### src/rtl/palette_pkg.sv
// Shared constants, entry layout and FSM state type for the palette command generator.
package palette_pkg;

    localparam logic [4:0]  OP_WRITE      = 5'b10011;
    localparam logic [4:0]  OP_HOLD       = 5'b11000;
    localparam logic [4:0]  OP_CLEAR      = 5'b00000;
    localparam logic        HALF_RG       = 1'b0;
    localparam logic        HALF_BX       = 1'b1;
    localparam logic [15:0] CMD_IDLE_WORD = 16'hC000;
    localparam int          ENTRY_W       = 28;

    typedef enum logic [1:0] {
        ST_IDLE,
        ST_RG,
        ST_BX,
        ST_CLR
    } palState_t;

    typedef struct packed {
        logic [3:0]  slot;
        logic [23:0] rgb;
    } palEntry_t;

    function automatic logic [15:0] packCmd(input logic [4:0] op, input logic [3:0] slot,
                                            input logic half);
        return {op, slot, half, 6'b000000};
    endfunction

endpackage

### src/rtl/palette_entry_fifo.sv
// Synchronous first-word-fall-through FIFO holding pending palette entries.
module palette_entry_fifo
    import palette_pkg::*;
#(
    parameter int DEPTH = 4,
    parameter int WIDTH = ENTRY_W
) (
    input  logic             clk,
    input  logic             rst,
    input  logic             wrEn,
    input  logic [WIDTH-1:0] wrData,
    input  logic             rdEn,
    output logic [WIDTH-1:0] rdData,
    output logic             empty,
    output logic             full
);

    localparam int AW = $clog2(DEPTH);

    logic [WIDTH-1:0] mem [DEPTH];
    logic [AW:0]      wrPtr;
    logic [AW:0]      rdPtr;

    // Pointers carry one extra wrap bit so full and empty are distinguishable.
    assign empty  = (wrPtr == rdPtr);
    assign full   = (wrPtr[AW] != rdPtr[AW]) && (wrPtr[AW-1:0] == rdPtr[AW-1:0]);
    assign rdData = mem[rdPtr[AW-1:0]];

    always_ff @(posedge clk) begin
        if (rst) begin
            wrPtr <= '0;
            rdPtr <= '0;
        end else begin
            if (wrEn && !full) begin
                wrPtr <= wrPtr + (AW+1)'(1);
            end
            if (rdEn && !empty) begin
                rdPtr <= rdPtr + (AW+1)'(1);
            end
        end
    end

    always_ff @(posedge clk) begin
        if (wrEn && !full) begin
            mem[wrPtr[AW-1:0]] <= wrData;
        end
    end

endmodule

### src/rtl/palette_cmd_gen.sv
// Serialises palette entries into RG/BX write beats and inserts CLEAR commands on request.
// Optional build macro PALETTE_CMD_FIFO_EN: buffer entries in a FIFO_DEPTH-deep FIFO.
module palette_cmd_gen
    import palette_pkg::*;
#(
    parameter int FIFO_DEPTH = 4
) (
    input  logic        clk,
    input  logic        rst,
    input  logic        load_valid,
    output logic        load_ready,
    input  logic [3:0]  load_slot,
    input  logic [23:0] load_rgb,
    input  logic        clr_req,
    output logic        cmd_valid,
    input  logic        cmd_ready,
    output logic [15:0] command,
    output logic [15:0] cmd_data
);

    if (FIFO_DEPTH < 2 || (FIFO_DEPTH & (FIFO_DEPTH - 1)) != 0) begin : gBadDepth
        $error("FIFO_DEPTH must be a power of two >= 2");
    end

    palEntry_t pushEntry;
    palEntry_t headEntry;
    logic      bufValid;
    logic      bufFull;
    logic      push;
    logic      pop;

    assign pushEntry  = palEntry_t'({load_slot, load_rgb});
    assign load_ready = !rst && !bufFull;
    assign push       = load_valid && load_ready;

`ifdef PALETTE_CMD_FIFO_EN
    logic               fifoEmpty;
    logic [ENTRY_W-1:0] fifoRdData;

    palette_entry_fifo #(
        .DEPTH (FIFO_DEPTH),
        .WIDTH (ENTRY_W)
    ) uEntryFifo (
        .clk    (clk),
        .rst    (rst),
        .wrEn   (push),
        .wrData (pushEntry),
        .rdEn   (pop),
        .rdData (fifoRdData),
        .empty  (fifoEmpty),
        .full   (bufFull)
    );

    assign headEntry = palEntry_t'(fifoRdData);
    assign bufValid  = !fifoEmpty;
`else
    palEntry_t holdReg;
    logic      holdValid;

    // Push only happens when empty and pop only when full, so they never collide.
    always_ff @(posedge clk) begin
        if (rst) begin
            holdValid <= 1'b0;
        end else if (push) begin
            holdValid <= 1'b1;
        end else if (pop) begin
            holdValid <= 1'b0;
        end
    end

    always_ff @(posedge clk) begin
        if (push) begin
            holdReg <= pushEntry;
        end
    end

    assign headEntry = holdReg;
    assign bufValid  = holdValid;
    assign bufFull   = holdValid;
`endif

    palState_t   state;
    palState_t   stateNext;
    logic        cmdValidReg;
    logic        validNext;
    logic [15:0] cmdWordReg;
    logic [15:0] cmdNext;
    logic [15:0] cmdDataReg;
    logic [15:0] dataNext;
    logic        clrPend;
    logic        clrAck;
    logic        dispatch;
    logic        pendEff;
    logic [3:0]  curSlot;
    logic [7:0]  curBlue;

    always_comb begin
        stateNext = state;
        validNext = cmdValidReg;
        cmdNext   = cmdWordReg;
        dataNext  = cmdDataReg;
        pop       = 1'b0;
        clrAck    = 1'b0;
        dispatch  = 1'b0;
        pendEff   = clrPend;

        case (state)
            ST_IDLE: dispatch = 1'b1;
            ST_RG: begin
                if (cmd_ready) begin
                    stateNext = ST_BX;
                    cmdNext   = packCmd(OP_WRITE, curSlot, HALF_BX);
                    dataNext  = {curBlue, 8'h00};
                end
            end
            ST_BX: dispatch = cmd_ready;
            ST_CLR: begin
                if (cmd_ready) begin
                    dispatch = 1'b1;
                    clrAck   = 1'b1;
                    pendEff  = 1'b0;
                end
            end
            default: stateNext = ST_IDLE;
        endcase

        // Choosing the next command right at the accepting edge keeps back-to-back
        // entries at two cycles each; a pending clear always wins over entries.
        if (dispatch) begin
            if (pendEff) begin
                stateNext = ST_CLR;
                validNext = 1'b1;
                cmdNext   = packCmd(OP_CLEAR, 4'd0, HALF_RG);
                dataNext  = 16'h0000;
            end else if (bufValid) begin
                pop       = 1'b1;
                stateNext = ST_RG;
                validNext = 1'b1;
                cmdNext   = packCmd(OP_WRITE, headEntry.slot, HALF_RG);
                dataNext  = headEntry.rgb[23:8];
            end else begin
                stateNext = ST_IDLE;
                validNext = 1'b0;
                cmdNext   = CMD_IDLE_WORD;
                dataNext  = 16'h0000;
            end
        end
    end

    always_ff @(posedge clk) begin
        if (rst) begin
            state       <= ST_IDLE;
            cmdValidReg <= 1'b0;
            cmdWordReg  <= CMD_IDLE_WORD;
            cmdDataReg  <= 16'h0000;
            clrPend     <= 1'b0;
        end else begin
            state       <= stateNext;
            cmdValidReg <= validNext;
            cmdWordReg  <= cmdNext;
            cmdDataReg  <= dataNext;
            clrPend     <= clr_req || (clrPend && !clrAck);
        end
    end

    // Slot and blue byte of the entry in flight, needed later for its BX beat.
    always_ff @(posedge clk) begin
        if (pop) begin
            curSlot <= headEntry.slot;
            curBlue <= headEntry.rgb[7:0];
        end
    end

    assign cmd_valid = cmdValidReg;
    assign command   = cmdWordReg;
    assign cmd_data  = cmdDataReg;

endmodule

### config.mk
export PLATFORM = sky130hd
export DESIGN_NAME = palette_cmd_gen
export DESIGN_NICKNAME = d
export VERILOG_FILES = /design/src/rtl/palette_pkg.sv /design/src/rtl/palette_entry_fifo.sv /design/src/rtl/palette_cmd_gen.sv
export SDC_FILE = /design/constraint.sdc
export NUM_CORES = 1
export LEC_CHECK = 0
export CORE_MARGIN = 1
export CORE_UTILIZATION = 43
export DETAILED_ROUTE_END_ITERATION = 6
export PLACE_DENSITY = 0.75
export SLEW_MARGIN = 5
export SYNTH_ARGS = -nofsm -noshare
export SYNTH_HDL_FRONTEND = slang
export SYNTH_SLANG_ARGS = --single-unit
### constraint.sdc
create_clock -name clk -period 1.69 [get_ports clk]
set_input_delay 0.338 -clock clk [delete_from_list [all_inputs] [get_ports clk]]
set_output_delay 0.338 -clock clk [all_outputs]
set_load 0.005 [all_outputs]
======== Yosys cells after proc, flatten, opt, wreduce, memory -nomap -nowiden ========
Index checks and enable logic that the tools add are counted.
storage, ports and cells
  register bits after elaboration ......... 77
  input bits .............................. 33
  output and inout port bits .............. 34
cells by class
  equality and inequality tests ........... 3
  mux-type cells .......................... 26
  reductions and logical operators ........ 12
operators by type and width
  kind                                                                    count
  16-bit 2-to-1 mux                                                       9
  15-bit 2-to-1 mux                                                       1
  1-bit 2-to-1 mux                                                        11
  2-bit 2-to-1 mux                                                        4
  2-bit nonzero test                                                      3
  2-bit equality test (second input constant)                             2
  1-bit logical AND                                                       3
  1-bit zero test                                                         3
  1-bit one-hot mux with 3 select lines                                   1
  2-bit by 1-bit equality test with 1-bit output (second input constant)  1
  2-bit zero test                                                         1
  2-bit AND reduction                                                     1
  1-bit logical OR                                                        1

======== Depth between registers and ports, before layout ========
Gate-level depths: netlist of run 1.
  depth after elaboration ................. 6
  gate-level depth with buffers ........... 5
  mapped depth without buffers ............ 3

======== Least setup slack after synthesis of run 1 ========
No wires, ideal clock.
  kind .................................... input-to-reg
  from .................................... in rst
  to ...................................... reg holdReg, in the netlist headEntry[0], enable pin
  library setup time ...................... 0.387 ns
  data arrival time ....................... 1.393 ns
  required time ........................... 1.303 ns
  path slack .............................. -0.091 ns
  cell stages on the path ................. 3
  path buffers ............................ 1
  cells stage by stage .................... clkbuf_1 nor2_1 and2_1
on the way
  word-level cells in the longest chain between the ends .. 3
RTL lines
  element                 RTL line               RTL
  start: declaration      palette_cmd_gen.sv:9   input logic rst,
  1-bit zero test         palette_cmd_gen.sv:33  assign load_ready = !rst && !bufFull;
  1-bit logical AND       palette_cmd_gen.sv:33
  via load_ready          palette_cmd_gen.sv:11  output logic load_ready,
  1-bit logical AND       palette_cmd_gen.sv:34  assign push = load_valid && load_ready;
  via push                palette_cmd_gen.sv:29  logic push;
  end signal: assignment  palette_cmd_gen.sv:73  holdReg <= pushEntry;
  end: declaration        palette_cmd_gen.sv:57  palEntry_t holdReg;
The timed path passes the listed nets, and every way through them passes these cells.
A chain may end at the register's enable or synchronous reset.

======== Worst setup path after layout of run 1 ========
  from .................................... reg cmdDataReg[12], in the netlist cmd_data[12]
  to ...................................... out cmd_data[12]
RTL lines
  element                   RTL line                RTL
  start: declaration        palette_cmd_gen.sv:88   logic [15:0] cmdDataReg;
  start signal: assignment  palette_cmd_gen.sv:161  cmdDataReg <= dataNext;
  end: declaration          palette_cmd_gen.sv:18   output logic [15:0] cmd_data
No word-level cell between the ends.

==> flow_metrics.py, run 1 <==
metrics = {
    "power": {
        "ir_drop_mv": 0.495,
        "power.leakage_nw": 1.26,
        "power_density_nw_per_um2": 1130,
    },
    "worst_setup_path": {
        "crit_slowest_cell": "clkdlybuf4s50_1",
        "reg2reg_setup_slack_ps": 360,
        "worst-setup-path-type": "flip-flop to primary output",
        "critPathMaxFanout": 2,
        "crit_arrival_ps": 1210,
        "cp-end-kind": "primary output",
        "path_buf_inv": 1,
        "crit_path_start": "cmd_data[12]",
        "timing.critical_path.to": "cmd_data[12]",
        "cp-start-kind": "flip-flop",
        "crit_family": "buffers and inverters",
        "slowest_delay_ps": 520,
        "worstReg2RegStart": "state[1]",
        "path_depth": 1,
        "reg2reg_to": "command[8]",
        "critPathRequiredTime_ps": 1350,
        "reg2reg_depth": 4,
        "worstPathCellList": "clkdlybuf4s50_1",
    },
    "die": {
        "dieWidth_um": 79.0,
        "row_count": 27,
        "initial_core_util_pct": 45.4,
        "pin_count": 67,
        "die_area_um2": 6230,
        "fp.dieH_um": 79.0,
        "coreArea_um2": 5610,
    },
    "worst_hold_path": {
        "hp-class": "flip-flop to flip-flop",
        "hp-start": "headEntry[5]",
    },
    "placement": {
        "place.gp.congestion": 0.734,
        "place_area_um2": 3220,
        "hpwl_mm": 3.06,
        "io_buffers": 59,
        "dp_slack_ps": -90.2,
    },
    "cells_and_area": {
        "antenna_cells": 0,
        "multi_input_area_um2": 607,
        "drive_above_1_share_pct": 11.9,
        "seq_area_um2": 1780,
        "final_common_cell": "clkdlybuf4s50_1",
        "final_area_um2": 3430,
        "area_growth_pct": 34.8,
        "nNetsFinal": 288,
        "most-common-layout-cells": "clkdlybuf4s50_1, edfxtp_1, dfxtp_1",
        "filler_cell_count": 460,
    },
    "cts": {
        "clock_latency_ps": 330,
        "cts-root-buf": "clkbuf_8",
        "cts_setup_buffers": 0,
        "clock_sinks": 69,
        "cts_made_buffers": 9,
        "clockBufferDepth": 2,
        "path_clk_slew_ps": 70,
        "cts_tree": "yes",
        "cts_resized": 2,
        "cts_hold_buf": 0,
        "htree_levels": 3,
    },
    "logic_synthesis": {
        "synth_area_per_cell_um2": 13.5,
        "seq_area_frac_synth_pct": 70.0,
        "ys_types": 36,
        "yosys.area.top_type_share_pct": 47.2,
        "synth_flop_cell": "edfxtp_1",
        "synth-seq-cells": 69,
        "yosys_warnings": 0,
        "synth_largest_area_cell": "edfxtp_1",
        "synth_cells": 188,
        "synth_area_um2": 2550,
        "synth_area_leaders": "edfxtp_1, dfxtp_1, o221ai_1",
        "synth_edf_count": 40,
        "async_flop_share_pct": 0,
    },
    "job": {
        "maxCapViolations": 0,
    },
    "global_routing": {
        "overflow": 0,
        "grt_usage_pct": 16.5,
        "antenna_found_initial": 0,
        "grt_pass1_wl_mm": 7.49,
        "grt_pass1_vias": 1568,
        "grt_start_max_net_pins": 29,
    },
    "timing": {
        "rsz0062_at_grt": "false",
        "relSlewSlack_pct": 60.3,
        "fmax_mhz": 647,
        "tightest_slew_ps": 593,
        "hold_violations": 0,
        "period_needed_ps": 1540,
        "maxSlewViolCount": 0,
        "worst_slack_ps": 145,
        "finalCritPeriodShare_pct": 91.4,
        "final-setup-viol-count": 0,
        "skew_ps": 5.25,
    },
    "route": {
        "vias_per_cell": 4.86,
        "wl_mm": 4.47,
        "wl_per_cell_um": 13.5,
        "vias": 1612,
        "drt_iter0_drc": 108,
        "drtPass1Iterations": 5,
        "drtAntennaViolNets": 0,
        "drc": 0,
    },
    "status": {
        "outcome": "finished clean",
    },
}
[layer usage]
metal  vias to the layer above  routed length (um)  track usage (%)  part of all wire [%]
met4                         0                 111             10.0                   2.5
met3                         9                 149             3.68                   3.3
met1                       758                1840             19.4                    41
li1                        805                   -                -                     -
met5                         -                   0                0                     0
met2                        40                2380             27.6                    53
[Yosys cell counts, drive strengths merged, types with 2 or more instances]
cell    count
nand2       2
nand3       2
a221o       2
inv        13
a22o        8
and2        2
o21ai      13
nand2b      5
nor2        8
o221ai     12
edfxtp     40
a211oi      2
nor2b      15
clkbuf      2
a21oi       3
dfxtp      29
buf        17
[state kept, by name (all words and copies together) (netlist names)]
signal,flops
cmd_data,16
state,2
bufFull,1
headEntry,28
clrPend,1
curSlot,4
cmd_valid,1
command,8
curBlue,8
[where the power goes]
group	total, mW	switching (mW)	internal [mW]
logic	0.499	0.209	0.290
clock network	1.41	0.559	0.853
registers	1.96	0.0581	1.91
total	3.88	0.826	3.05
[cell type report]
cell class                      count  share of cell area [%]
Inverter                           13                    1.42
Tap cell                           72                    2.62
Clock inverter                      6                    2.22
Timing Repair Buffer               69                    20.1
Sequential cell                    69                    52.0
Multi-Input combinational cell     93                    17.7
Clock buffer                       10                    4.01
[stage by stage]
stage	power (mW)	cells	hold slack [ps]	setup TNS, ps	utilization (%)
after CTS	3.91	332	420	0	61.2
after global routing	4.03	332	425	0	61.2
after floorplan	2.24	194	400	0	-
final	3.88	332	419	0	61.2
after detailed placement	2.51	316	405	-1640	57.4
after global placement	2.49	316	405	-630	57.4
[logic make-up after synthesis]
logic type | Yosys count | synth area share (%)
AO/OA/AOI/OAI | 46 | 13.4
buffers and inverters | 32 | 7.13
flip-flops | 69 | 70.0
other | 1 | 0.147
AND/OR/NAND/NOR | 40 | 9.34
[worst min path at each step]
| stage | to | slack, ps | depth (start not counted) |
|---|---|---|---|
| global placement | curBlue[6] | 410 | 0 |
| CTS | curBlue[5] | 420 | 0 |
| floorplan | curBlue[0] | 400 | 0 |
| finish | curBlue[5] | 420 | 0 |
| detailed placement | curBlue[0] | 400 | 0 |
| global route | curBlue[0] | 430 | 0 |
No activity file was read; power rests on OpenSTA's default activity.
==> inputs of run 2 (changes only) <==
--- a/config.mk
+++ b/config.mk
@@ -5,9 +5,11 @@
 export SDC_FILE = /design/constraint.sdc
 export NUM_CORES = 1
 export LEC_CHECK = 0
+export CORE_ASPECT_RATIO = 1.2
 export CORE_MARGIN = 1
 export CORE_UTILIZATION = 43
 export DETAILED_ROUTE_END_ITERATION = 6
+export HOLD_SLACK_MARGIN = 0.06
 export PLACE_DENSITY = 0.75
 export SLEW_MARGIN = 5
 export SYNTH_ARGS = -nofsm -noshare
==> run 2 against run 1 <==
  * Power down 5.5%
  * Clock skew down 1.7 ps
  * Non-clock buffer count up 3
  * Sequential share of layout area up 0.19 points
  * Combinational power up 0.8%
  * Critical path depth unchanged
  * Largest power group unchanged
==> flow_metrics.py, run 2 (same netlist as run 1, synthesis figures left out) <==
metrics = {
    "status": {
        "outcome": "finished clean",
    },
    "cts": {
        "cts_made_buffers": 9,
        "htree_levels": 3,
        "clock_sinks": 69,
        "clockBufferDepth": 2,
        "clock_latency_ps": 330,
        "cts-root-buf": "clkbuf_8",
        "cts_tree": "yes",
        "path_clk_slew_ps": 60,
        "cts_setup_buffers": 0,
    },
    "route": {
        "drtPass1Iterations": 4,
        "drt_iter0_drc": 53,
        "drc": 0,
        "wl_per_cell_um": 13.4,
        "vias_per_cell": 4.76,
        "vias": 1631,
        "wl_mm": 4.59,
        "drtAntennaViolNets": 0,
    },
    "worst_setup_path": {
        "crit_family": "buffers and inverters",
        "critPathMaxFanout": 4,
        "crit_slowest_cell": "clkdlybuf4s50_1",
        "cp-start-kind": "flip-flop",
        "path_buf_inv": 1,
        "slowest_delay_ps": 520,
        "critPathRequiredTime_ps": 1350,
        "cp-end-kind": "primary output",
        "worst-setup-path-type": "flip-flop to primary output",
        "worstPathCellList": "clkdlybuf4s50_1",
        "crit_arrival_ps": 1220,
    },
    "timing": {
        "worst_slack_ps": 128,
        "skew_ps": 3.59,
        "finalCritPeriodShare_pct": 92.4,
        "fmax_mhz": 640,
        "relSlewSlack_pct": 61.6,
        "period_needed_ps": 1560,
        "final-setup-viol-count": 0,
        "hold_violations": 0,
        "tns_ps": 0,
        "rsz0062_at_grt": "false",
        "maxSlewViolCount": 0,
        "tightest_slew_ps": 574,
    },
    "cells_and_area": {
        "area_growth_pct": 34.2,
        "fin_util_pct": 60.3,
        "final_common_cell": "clkdlybuf4s50_1",
        "drive_above_1_share_pct": 12.2,
        "most-common-layout-cells": "clkdlybuf4s50_1, edfxtp_1, dfxtp_1",
        "antenna_cells": 0,
        "nNetsFinal": 291,
        "largest_reg_flops": 28,
    },
    "placement": {
        "dp_slack_ps": -123,
        "hpwl_mm": 3.21,
        "place.gp.congestion": 0.772,
        "io_buffers": 59,
    },
    "power": {
        "p_total_mw": 3.66,
        "power_density_nw_per_um2": 1070,
        "clockPowerShare_pct": 32.6,
        "p_int_mw": 2.85,
        "power_frac_comb_pct": 13.7,
        "power.leakage_nw": 1.25,
        "ir_drop_mv": 0.561,
        "pwr-share-seq_pct": 53.7,
        "p_sw_mw": 0.813,
        "swShare_pct": 22.2,
    },
    "global_routing": {
        "grt_usage_pct": 16.0,
        "antenna_found_initial": 0,
        "grtUsageMet2_pct": 26.7,
        "met3_usage_pct": 3.14,
        "grt_pass1_wl_mm": 7.25,
        "top_usage_layer": "met2",
        "grt_pass1_vias": 1553,
        "grt_start_max_net_pins": 29,
        "overflow": 0,
        "grt_use_met1_pct": 18.2,
    },
    "die": {
        "pin_count": 67,
        "die_area_um2": 6230,
        "fp.dieH_um": 86.3,
        "row_count": 30,
        "coreArea_um2": 5670,
        "dieWidth_um": 72.2,
        "initial_core_util_pct": 44.9,
    },
    "worst_hold_path": {
        "hp-class": "flip-flop to flip-flop",
    },
    "job": {
        "maxCapViolations": 0,
    },
}
-- run 2: cell count changes in the layout (fill, tap and decap cells not counted), moves of 2 or more --
cell	before	now
clkbuf_1	0	3
clkinv_1	3	1
clkbuf_8	10	12
bufinv_16	2	0
buf_4	8	12
-- run 2: layout make-up --
class | count | area, um^2
fillers | 444 | 2250
inverters | 13 | 48.8
flip-flops and latches | 69 | 1780
repair buffers | 72 | 699
multi-input cells | 93 | 607
well taps | 80 | 100
clock buffers | 15 | 176
clock inverters | 1 | 3.75
-- run 2: metal layers --
layer | up-vias | part of all wire [%]
met5 | - | 0
met4 | 0 | 2.5
met3 | 9 | 4.1
met2 | 46 | 53
met1 | 763 | 40
li1 | 813 | -
-- run 2: metrics by stage --
stage          hold slack (ps)  instances  area [um^2]
4_1_cts                    420        343         3420
3_5_place_dp               405        327         3240
3_3_place_gp               405        327         3240
2_1_floorplan              400        194         2570
6_report                   419        343         3420
5_1_grt                    424        343         3420
-- run 2: worst paths after layout --
| check | cells after the start | from | slack [ps] | endpoint |
|---|---|---|---|---|
| worst max-delay path | 1 | command[12] | 130 | command[11] |
| worst min-delay path | 0 | headEntry[4] | 420 | curBlue[4] |
| worst max register to register | 4 | state[0] | 270 | curSlot[3] |
| worst min register to register | 0 | headEntry[4] | 420 | curBlue[4] |
-- run 2: what timing repair did --
action,in CTS,in global routing
hold endpoints to repair,0,0
endpoints found under the setup margin,1,0
resized for setup,1,0
hold buffers,0,0
-- run 2: power groups by stage --
| stage | clock [mW] | sequential (mW) | combinational, mW |
|---|---|---|---|
| final | 1.19 | 1.97 | 0.503 |
| after global routing | 1.29 | 1.98 | 0.546 |
| after CTS | 1.22 | 1.97 | 0.508 |
| after detailed placement | 0 | 2.00 | 0.507 |
| after global placement | 0 | 2.00 | 0.495 |
| after floorplan | 0 | 1.99 | 0.251 |
